===== src/rtl/counter_pkg.sv =====
// Shared definitions for the counter family (up-counter and countdown timer).
package counter_pkg;

    localparam int unsigned DEFAULT_WIDTH = 4;

    typedef enum logic {
        IDLE = 1'b0,
        RUN  = 1'b1
    } timer_state_t;

endpackage : counter_pkg


===== src/rtl/tick_prescaler.sv =====
// Divides enabled clock cycles into ticks: one tick every PRESCALE enabled cycles.
module tick_prescaler #(
    parameter int unsigned PRESCALE = 1
) (
    input  logic clk,
    input  logic reset,
    input  logic clear,
    input  logic enable,
    output logic tick
);

    localparam int unsigned CW = (PRESCALE > 1) ? $clog2(PRESCALE) : 1;
    localparam logic [CW-1:0] LAST = CW'(PRESCALE - 1);

    logic [CW-1:0] count;

    // Tick is combinational so the decrement lands on the same edge the phase wraps.
    assign tick = enable && (count == LAST);

    always_ff @(posedge clk) begin
        if (reset || clear) begin
            count <= '0;
        end else if (enable) begin
            count <= tick ? '0 : count + CW'(1);
        end
    end

endmodule : tick_prescaler


===== src/rtl/countdown_timer.sv =====
// Loadable down-counter: counts q to zero on prescaled ticks, pulses tc, optionally auto-reloads.
module countdown_timer
    import counter_pkg::*;
#(
    parameter int unsigned WIDTH    = DEFAULT_WIDTH,
    parameter int unsigned PRESCALE = 1
) (
    input  logic             clk,
    input  logic             reset,
    input  logic             load,
    input  logic [WIDTH-1:0] load_val,
    input  logic             start,
    input  logic             enable,
    input  logic             auto_reload,
    output logic [WIDTH-1:0] q,
    output logic             busy,
    output logic             tc
);

    timer_state_t     state;
    logic [WIDTH-1:0] reload_reg;
    logic [WIDTH-1:0] eff_count_c;
    logic             presc_clear_c;
    logic             presc_enable_c;
    logic             tick;

    // Start in the same cycle as load counts from the new value.
    assign eff_count_c    = load ? load_val : q;
    // Prescaler phase is held at zero outside RUN and restarted by any load.
    assign presc_clear_c  = load || (state != RUN);
    assign presc_enable_c = enable && (state == RUN);

    tick_prescaler #(
        .PRESCALE (PRESCALE)
    ) u_prescaler (
        .clk    (clk),
        .reset  (reset),
        .clear  (presc_clear_c),
        .enable (presc_enable_c),
        .tick   (tick)
    );

    always_ff @(posedge clk) begin
        if (reset) begin
            state      <= IDLE;
            q          <= '0;
            reload_reg <= '0;
            busy       <= 1'b0;
            tc         <= 1'b0;
        end else begin
            tc <= 1'b0;
            case (state)
                IDLE: begin
                    if (load) begin
                        q          <= load_val;
                        reload_reg <= load_val;
                    end
                    if (start && (eff_count_c != '0)) begin
                        state <= RUN;
                        busy  <= 1'b1;
                    end
                end
                RUN: begin
                    if (load) begin
                        q          <= load_val;
                        reload_reg <= load_val;
                        if (load_val == '0) begin
                            state <= IDLE;
                            busy  <= 1'b0;
                        end
                    end else if (tick) begin
                        if (q > WIDTH'(1)) begin
                            q <= q - WIDTH'(1);
                        end else if (q == WIDTH'(1)) begin
                            tc <= 1'b1;
                            if (auto_reload) begin
                                q <= reload_reg;
                            end else begin
                                q     <= '0;
                                state <= IDLE;
                                busy  <= 1'b0;
                            end
                        end else begin
                            // Defensive: never decrement through zero.
                            state <= IDLE;
                            busy  <= 1'b0;
                        end
                    end
                end
                default: begin
                    state <= IDLE;
                    busy  <= 1'b0;
                end
            endcase
        end
    end

endmodule : countdown_timer


===== config.mk =====
export PLATFORM = sky130hd
export DESIGN_NAME = countdown_timer
export DESIGN_NICKNAME = d
export VERILOG_FILES = /design/src/rtl/counter_pkg.sv /design/src/rtl/tick_prescaler.sv /design/src/rtl/countdown_timer.sv
export SDC_FILE = /design/constraint.sdc
export NUM_CORES = 1
export LEC_CHECK = 0
export CORE_UTILIZATION = 35
export DETAILED_ROUTE_END_ITERATION = 10
export PLACE_DENSITY = 0.6
export SLEW_MARGIN = 10
export SYNTH_ARGS = -nofsm -noshare
export SYNTH_HDL_FRONTEND = slang
export SYNTH_HIERARCHICAL = 1
export SYNTH_SLANG_ARGS = --single-unit
export TNS_END_PERCENT = 100

===== constraint.sdc =====
create_clock -name clk -period 1.8 [get_ports clk]
set_input_delay 0.27 -clock clk [delete_from_list [all_inputs] [get_ports clk]]
set_output_delay 0.27 -clock clk [all_outputs]
set_load 0.1 [all_outputs]

==> run summary <==
GRT Total Usage: 0.185
Psw: 318 uW
Largest net degree at the start of global routing: 15
Avg WL per Cell: 13.3 microns
Hold Slack: 0.464 ns
Largest family of logic cells by synthesized area: simple AND/OR/NAND/NOR gates
Grt ovf: 0
Fmax: 0.578 GHz
Measured slew at the worst slew-check pin: 0.402 ns
Post-synth net total: 97
Vias in the first global route: 635
H-tree Lvls: 1
Final WS setup: 0.0709 ns
Endpoints failing hold: 0
Drt via density: 5.46
Chip width: 47.0 microns
DIE AREA: 2210 sq um
Clock power frac: 0.213
Seq pwr share: 0.381
Seq cells post-synth: 12
Sw frac: 0.383
Via Count: 743
CTS Buf Count: 3
Post-synth cell types: 35
Initial core utilization: 0.390
Post-synthesis mux area share: 0.0423
Final worst path period need: 1.73 ns
# DRC: 0
Clock Skew: 0.00826 ns
Routed Antenna Nets: 0
Share of cells above drive strength 1: 0.306
Compound-Gate Fraction of Synth Area: 0.250
FFs w/ async S/R, synth: 0
Synth Area in Adders: 0.0353
Rel. slew slack: 0.728
Internal power: 513 uW
Setup CP Type: flip-flop to flip-flop
Worst Hold Launch: busy
Maxcap violations: 0
Setup-failing EPs final: 0
Synthesized instance count: 85
Area delta synth->final: 47.3%
Mapped Area: 709 sq um
Req. time, crit path: 1.99 ns
Crit. Startpoint: q[1]
Worst VDD drop: 0.623 mV
Synthesized area per cell: 8.35 sq um
CTS sink count: 12
Crit path arrival time: 1.92 ns
Pwr per Cell Area: 795 nW/um^2
Worst-path clk slew: 0.08 ns
RSZ-0062 raised after global routing: false
Final WL: 1.81 mm
Initial DRC count: 27
Clock root buffer master: clkbuf_4
Initial antenna violation count: 0
Num rows: 15
Crit share post-route: 0.961
CTS tree: built
First-pass GRT wire length: 2.82 mm
First-pass DRT Iterations: 6
Simple-gate share of the synthesized area: 0.291
Clock Latency Late Sink: 0.27 ns
RR Startpoint: q[1]
Synthesis Warnings: 6
P_leak: 0.405 nW
Ports: 16
Final Max Tran Viols: 0
Antenna cells: 0
Startpoint types: flip-flop
Type of the tightest min-delay check: flip-flop to flip-flop
Setup TNS: 0 ns
Die Y: 47.0 microns
Total core area: 1820 sq um
Final layout net count: 124
Synth Flop Type: dfxtp_1
Fillcell total: 176
PortBufs: 15
Yosys top cell area share: 0.339
Synth area leader: dfxtp_1
Setup crit end kind: flip-flop
Detail Placement HPWL: 1.34 mm
Combinational Power Share: 0.406
Place WS: -0.147 ns
Number of synthesized flops with an enable pin: 0
Status: finished clean
Clock tree buffer depth: 2
XOR/XNOR Fraction of Synth Area: 0
Gpl congestion: 0.824
Synth top area cells: dfxtp_1, nor2_1, mux2i_1
Seq/Total Area, Yosys: 0.339
Peak fanout along the critical path: 6
Hold buffers post-CTS: 0
-- layout by cell type (no fill, tap or decap), types with 2 or more instances in the layout --
master           netlist  routed
a211oi_1               3       3
a21o_1                 2       2
a21oi_1                3       3
a22oi_1                3       3
buf_12                 0       4
buf_4                  0      12
clkbuf_4               0       3
clkdlybuf4s50_1        0       9
dfxtp_1               12       8
dfxtp_2                0       2
dfxtp_4                0       2
ha_2                   0       2
inv_1                  5       4
mux2i_1                3       3
nand2_1                6       6
nand2b_1               3       3
nor2_1                11      11
nor2b_1                2       2
nor3_1                 2       2
nor4b_2                1       2
o21ai_0                2       2
o31ai_1                3       3
or2_2                  2       2
-- final timing paths --
| path | depth (start not counted) | slack [ns] | endpoint |
|---|---|---|---|
| max reg2reg | 6 | 0.07 | q[3] |
| min reg2reg | 1 | 0.46 | busy |
| max | 6 | 0.07 | q[3] |
| min | 1 | 0.46 | busy |
-- metal layers --
layer / track usage / wire length, microns / up-vias
met5: 0 / 0 / -
met4: 0.0857 / 23 / 0
met3: 0.0346 / 77 / 4
met2: 0.283 / 817 / 29
met1: 0.252 / 893 / 338
li1: - / - / 372
-- power by group through the flow --
stage               clock (mW)  sequential, mW  combinational, mW
finish                   0.177           0.316              0.337
global route             0.199           0.321              0.360
CTS                      0.183           0.316              0.330
detailed placement           0           0.322              0.328
global placement             0           0.321              0.328
floorplan                    0           0.406              0.125
-- critical path, cell delays in order, from the launching register on --
cell	delay, ns
dfxtp_4	0.39
inv_2	0.05
ha_2	0.22
or2_2	0.35
a22o_1	0.24
a211o_1	0.27
a31oi_1	0.13
-- repair_timing --
action,4_1_cts,5_1_grt
buffers inserted,0,0
resized for setup,0,2
endpoints found under the setup margin,0,3
-- per-stage QoR --
stage	std cells	area, sq um	utilization	power (mW)
after floorplan	85	724	-	0.530
final	136	1040	0.574	0.830
after global placement	132	1000	0.552	0.649
after CTS	136	1030	0.566	0.828
after global routing	136	1040	0.574	0.880
after detailed placement	132	1000	0.552	0.650
-- kinds of logic after synthesis --
family / count (synthesis)
DFF: 12
adders and majority gates: 2
muxes: 3
and+or+nand+nor: 36
buffers and inverters: 8
AOI/OAI and AO/OA: 24
-- cell usage after synthesis (2+ instances only) --
cell type	n
a211oi_1	3
a21o_1	2
a21oi_1	3
a22oi_1	3
clkbuf_1	2
dfxtp_1	12
ha_1	2
inv_1	5
mux2i_1	3
nand2_1	6
nand2b_1	3
nor2_1	11
nor2b_1	2
nor3_1	2
nor4b_1	2
o21ai_0	2
o31ai_1	3
or2_2	2
-- cell type report --
| cell class | count | area [sq um] | share of cell area |
|---|---|---|---|
| Timing Repair Buffer | 25 | 260 | 0.249 |
| Tap cell | 25 | 31.3 | 0.0299 |
| Sequential cell | 12 | 250 | 0.240 |
| Clock buffer | 4 | 26.3 | 0.0251 |
| Multi-Input combinational cell | 65 | 458 | 0.438 |
| Inverter | 5 | 18.8 | 0.0180 |
Note: power is estimated with default switching activity, not from simulation.
